`config.mk`:
```
export PLATFORM = sky130hd
export DESIGN_NAME = uart_tx_param
export DESIGN_NICKNAME = d
export VERILOG_FILES = /design/src/rtl/uart_tx_param.sv
export SDC_FILE = /design/constraint.sdc
export NUM_CORES = 1
export LEC_CHECK = 0
export ABC_AREA = 1
export BUFFER_PORTS_ARGS = -buffer_cell sky130_fd_sc_hd__buf_2
export CORE_MARGIN = 2
export CORE_UTILIZATION = 30
export DETAILED_ROUTE_END_ITERATION = 6
export PLACE_DENSITY = 0.47
export SETUP_SLACK_MARGIN = 0.3
export SLEW_MARGIN = 15
export SYNTH_ARGS = -nofsm -noshare
export SYNTH_HDL_FRONTEND = slang
export SYNTH_SLANG_ARGS = --single-unit
```
`constraint.sdc`:
```
create_clock -name clock -period 1.3 [get_ports clock]
set_input_delay 0.13 -clock clock [delete_from_list [all_inputs] [get_ports clock]]
set_output_delay 0.13 -clock clock [all_outputs]
set_load 0.1 [all_outputs]
```
`src/rtl/uart_tx_param.sv`:
```
`default_nettype none
// ============================================================================
// Module   : uart_tx_param
// Brief    : Parametrised UART transmitter with baud divider and one-deep hold.
// Revision : 1.0 - initial release
// ============================================================================
module uart_tx_param #(
    parameter int DATA_BITS    = 8,
    parameter int CLKS_PER_BIT = 16,
    parameter int PARITY_EN    = 1,
    parameter int PARITY_ODD   = 0,
    parameter int STOP_BITS    = 1
) (
    input  logic                 clock,
    input  logic                 reset_n,
    input  logic                 TXstart,
    input  logic [DATA_BITS-1:0] TX_data_in,
    output logic                 TX_out,
    output logic                 TXbusy,
    output logic                 TXready,
    output logic                 TXdone
);

    localparam int                 c_DIV_W     = $clog2(CLKS_PER_BIT);
    localparam logic [c_DIV_W-1:0] c_DIV_LAST  = c_DIV_W'(CLKS_PER_BIT - 1);
    localparam logic [3:0]         c_DATA_LAST = 4'(DATA_BITS - 1);
    localparam logic [3:0]         c_STOP_LAST = 4'(STOP_BITS - 1);
    localparam logic               c_PAR_EN    = (PARITY_EN != 0);
    localparam logic               c_PAR_ODD   = (PARITY_ODD != 0);

    localparam logic [2:0] S_IDLE   = 3'd0;
    localparam logic [2:0] S_START  = 3'd1;
    localparam logic [2:0] S_DATA   = 3'd2;
    localparam logic [2:0] S_PARITY = 3'd3;
    localparam logic [2:0] S_STOP   = 3'd4;

    logic [2:0]           r_state;
    logic [c_DIV_W-1:0]   r_div;
    logic [3:0]           r_bit_idx;
    logic [DATA_BITS-1:0] r_shift;
    logic                 r_par;
    logic [DATA_BITS-1:0] r_hold_data;
    logic                 r_hold_par;
    logic                 r_hold_full;
    logic                 r_tx;

    logic w_accept;
    logic w_bit_end;
    logic w_frame_end;
    logic w_in_par;

    assign w_accept    = TXstart & ~r_hold_full;
    assign w_bit_end   = (r_div == c_DIV_LAST);
    assign w_frame_end = (r_state == S_STOP) & w_bit_end & (r_bit_idx == c_STOP_LAST);
    assign w_in_par    = (^TX_data_in) ^ c_PAR_ODD;

    assign TX_out  = r_tx;
    assign TXbusy  = (r_state != S_IDLE);
    assign TXready = ~r_hold_full;
    assign TXdone  = w_frame_end;

    always_ff @(posedge clock or negedge reset_n) begin
        if (!reset_n) begin
            r_state     <= S_IDLE;
            r_div       <= '0;
            r_bit_idx   <= '0;
            r_shift     <= '0;
            r_par       <= 1'b0;
            r_hold_data <= '0;
            r_hold_par  <= 1'b0;
            r_hold_full <= 1'b0;
            r_tx        <= 1'b1;
        end else begin
            // Every state entry lands on a bit boundary, so this also restarts the divider.
            if ((r_state == S_IDLE) || w_bit_end) begin
                r_div <= '0;
            end else begin
                r_div <= r_div + 1'b1;
            end

            if (w_accept && (r_state != S_IDLE) && !w_frame_end) begin
                r_hold_data <= TX_data_in;
                r_hold_par  <= w_in_par;
                r_hold_full <= 1'b1;
            end

            case (r_state)
                S_IDLE: begin
                    if (w_accept) begin
                        r_shift <= TX_data_in;
                        r_par   <= w_in_par;
                        r_state <= S_START;
                        r_tx    <= 1'b0;
                    end
                end
                S_START: begin
                    if (w_bit_end) begin
                        r_state   <= S_DATA;
                        r_bit_idx <= '0;
                        r_tx      <= r_shift[0];
                    end
                end
                S_DATA: begin
                    if (w_bit_end) begin
                        if (r_bit_idx == c_DATA_LAST) begin
                            r_bit_idx <= '0;
                            if (c_PAR_EN) begin
                                r_state <= S_PARITY;
                                r_tx    <= r_par;
                            end else begin
                                r_state <= S_STOP;
                                r_tx    <= 1'b1;
                            end
                        end else begin
                            r_bit_idx <= r_bit_idx + 1'b1;
                            r_shift   <= {1'b0, r_shift[DATA_BITS-1:1]};
                            r_tx      <= r_shift[1];
                        end
                    end
                end
                S_PARITY: begin
                    if (w_bit_end) begin
                        r_state   <= S_STOP;
                        r_bit_idx <= '0;
                        r_tx      <= 1'b1;
                    end
                end
                S_STOP: begin
                    if (w_frame_end) begin
                        // Held word (or a same-cycle request) chains into the next frame with no idle gap.
                        if (r_hold_full) begin
                            r_shift     <= r_hold_data;
                            r_par       <= r_hold_par;
                            r_hold_full <= 1'b0;
                            r_state     <= S_START;
                            r_tx        <= 1'b0;
                        end else if (w_accept) begin
                            r_shift <= TX_data_in;
                            r_par   <= w_in_par;
                            r_state <= S_START;
                            r_tx    <= 1'b0;
                        end else begin
                            r_state <= S_IDLE;
                            r_tx    <= 1'b1;
                        end
                    end else if (w_bit_end) begin
                        r_bit_idx <= r_bit_idx + 1'b1;
                    end
                end
                default: begin
                    r_state <= S_IDLE;
                    r_tx    <= 1'b1;
                end
            endcase
        end
    end

endmodule
`default_nettype wire

```
==> flow_summary.json <==
{
  "seq_power_share_pct": 50.3,
  "critPathArrivalTime_ns": 1.48,
  "dr.first_iter.drc_count": 106,
  "timing.final.ws_setup_ns": -0.312,
  "dpl.hpwl_microns": 3640,
  "grt_overflow": 0,
  "muxShareOfSynthArea_pct": 0,
  "min_from": "TX_data_in[0]",
  "ir_drop_mv": 0.300,
  "grt_usage_pct": 15.6,
  "dp.cells": 419,
  "synth_nets": 310,
  "timing.hold.ws_ns": 0.0829,
  "numCtsBuffers": 5,
  "synthSimpleGateAreaFrac_pct": 41.6,
  "ys_ff_latch": 31,
  "wl_met2_microns": 2620,
  "viasPerCell": 4.42,
  "dieArea_sq_um": 7250,
  "portBuffers": 14,
  "synth_fa_ha_area_share_pct": 1.90,
  "core_sq_um": 6350,
  "routabilityCongestion": 0.765,
  "mostFrequentLayoutCells": "nand2_1 (142), buf_4 (42), dfrtp_1 (27)",
  "synth_cell_types": 29,
  "drv_slew": 0,
  "drt-pass1-iter-count": 5,
  "synth_top_family_by_area": "simple AND/OR/NAND/NOR gates",
  "setup_viol": 32,
  "antenna_found_initial": 0,
  "hold_path_depth": 3,
  "internal-power_mw": 1.51,
  "grt_max_degree": 20,
  "p_sw_uw": 457,
  "critPathCaptureType": "primary output",
  "hold_class": "primary input to flip-flop",
  "place_ws_ns": -0.235,
  "crit_fanout": 4,
  "dr_wl_met3_microns": 154,
  "wirelength_microns": 5460,
  "fin_crit_sh_pct": 124,
  "synth-seq-area-share_pct": 39.3,
  "fmax_mhz": 621,
  "final_cells": 455,
  "worst_pin_slew_ns": 0.393,
  "h-tree-depth": 2,
  "clock_latency_ns": 0.29,
  "relSlewSlack_pct": 73.7,
  "top_layer": "met4",
  "die_x_microns": 85.2,
  "fin_crit_ns": 1.61,
  "antennaDiodeCount": 0,
  "synth_cells": 296,
  "crit_required_ns": 1.17,
  "finalSetupTns_ns": -6.80,
  "p_leak_nw": 1.60,
  "cp-startpoint": "r_state[1]",
  "met1_length_microns": 2560,
  "io_pins": 15,
  "skew_ns": 0.0137,
  "yosysWarnings": 0,
  "cts_tree": "yes",
  "floorplan.rows": 29,
  "ant_nets": 0,
  "final_common_cell": "nand2_1",
  "syn_area_sq_um": 1980,
  "synth_top_cells_by_area": "dfrtp_1 (38%), nand2_1 (30%), inv_1 (6.5%)",
  "routedWlPerCell_microns": 12.0,
  "cts_root_buffer": "clkbuf_8",
  "vias": 2011,
  "remaining_drc_errors": 0,
  "fillCellCount": 610,
  "status": "complete, but fails checks",
  "start_util_pct": 31.1,
  "cts_sinks": 31,
  "grt_pass1_wl_microns": 8980,
  "switching_share_pct": 23.3,
  "setup.worst_path.start_class": "flip-flop",
  "critPathKind": "flip-flop to primary output",
  "grt_pass1_vias": 1899,
  "synth_largest_area_cell": "dfrtp_1",
  "reg2reg_depth": 9,
  "hold_violations": 0,
  "drive_gt1_share_pct": 38.4,
  "synth_xor_area_share_pct": 2.22,
  "clk_pin_slew_ns": 0.07,
  "yosysTopAreaCellShare_pct": 38.0,
  "syn_avg_cell_area_sq_um": 6.68,
  "r2r-start": "r_state[1]",
  "final_nets": 391,
  "violations": "setup timing",
  "power_frac_comb_pct": 6.5,
  "area_growth_pct": 57.2,
  "p_per_area_nw_per_um2": 633,
  "synth_compound_area_share_pct": 6.84,
  "clk_path_buf_depth": 2,
  "rsz0062_at_grt": "yes",
  "die_y_microns": 85.2,
  "p_clk_share_pct": 43.2,
  "maxCapViolCount": 0
}
[power by group through the flow]
stage | combinational, mW | clock (mW) | sequential (mW)
after global placement | 0.126 | 0 | 1.01
final | 0.127 | 0.850 | 0.989
after global routing | 0.148 | 0.926 | 0.991
after floorplan | 0.0603 | 0 | 1.00
after detailed placement | 0.128 | 0 | 1.01
after CTS | 0.131 | 0.882 | 0.988
[cells by family after synthesis]
| kind of cell | after synthesis |
|---|---|
| AOI/OAI and AO/OA | 25 |
| buffers and inverters | 38 |
| DFF | 31 |
| xor gates and xnor gates | 5 |
| and+or+nand+nor | 194 |
| adders and majority gates | 3 |
[stage by stage]
stage          area [sq um]  util (%)  total power, mW
3_5_place_dp           2530      39.9             1.13
6_report               3110      48.9             1.97
2_1_floorplan          2060         -             1.06
4_1_cts                2860      45.1             2.00
5_1_grt                3110      48.9             2.07
3_3_place_gp           2530      39.9             1.13
[routing by layer]
layer / track usage (%) / vias up
met2: 24.5 / 31
met4: 6.64 / 0
li1: - / 1071
met3: 2.24 / 12
met5: 0 / -
met1: 21.4 / 897
[final cells by class]
type	instances	area, sq um	area share, %
flip-flops and latches	31	781	25.1
repair buffers	75	684	22.0
repair inverters	1	6.26	0.201
multi-input cells	228	1290	41.6
inverters	35	146	4.71
well taps	77	96.3	3.10
clock buffers	8	100	3.22
[what timing repair did]
item,in CTS,in global routing
buffers inserted,14,11
hold buffers,1,0
gates cloned,0,2
endpoints found under the setup margin,35,35
gates resized for setup,30,40
pin swaps,8,18
endpoints found under the hold margin,11,0
[worst max-delay path: stages (launching register included)]
cell	delay [ns]
dfrtp_2	0.46
nor2_4	0.15
nand2_4	0.05
buf_4	0.14
nor3_4	0.19
buf_12	0.20
[Yosys cell counts, drive strengths merged]
library cell	instances
nand2	162
inv	34
dfrtp	30
o21ai	20
nor2	16
nand3	9
nor3	4
ha	3
xor2	3
a21oi	2
buf	2
nand4	2
xnor2	2
clkbuf	1
clkinv	1
dfstp	1
nand3b	1
o211ai	1
o21a	1
o22ai	1
[flip-flops by register name, indices dropped and copies added, names as in the netlist]
signal and flops:
r_hold_par 1, r_hold_full 1, r_div 4, r_shift 8
r_hold_data 8, r_par 1, TX_out 1, r_state 3
r_bit_idx 4
[worst paths after layout]
kind / to / slack, ns
worst min-delay path: r_hold_data[0] / 0.08
max in group asynchronous: r_hold_data[3] / 0.60
worst max register to register: r_hold_data[4] / -0.30
worst min register to register: r_hold_par / 0.48
min in group asynchronous: r_bit_idx[2] / 0.26
worst max-delay path: TXdone / -0.31
Note: power is estimated with default switching activity, not from simulation.
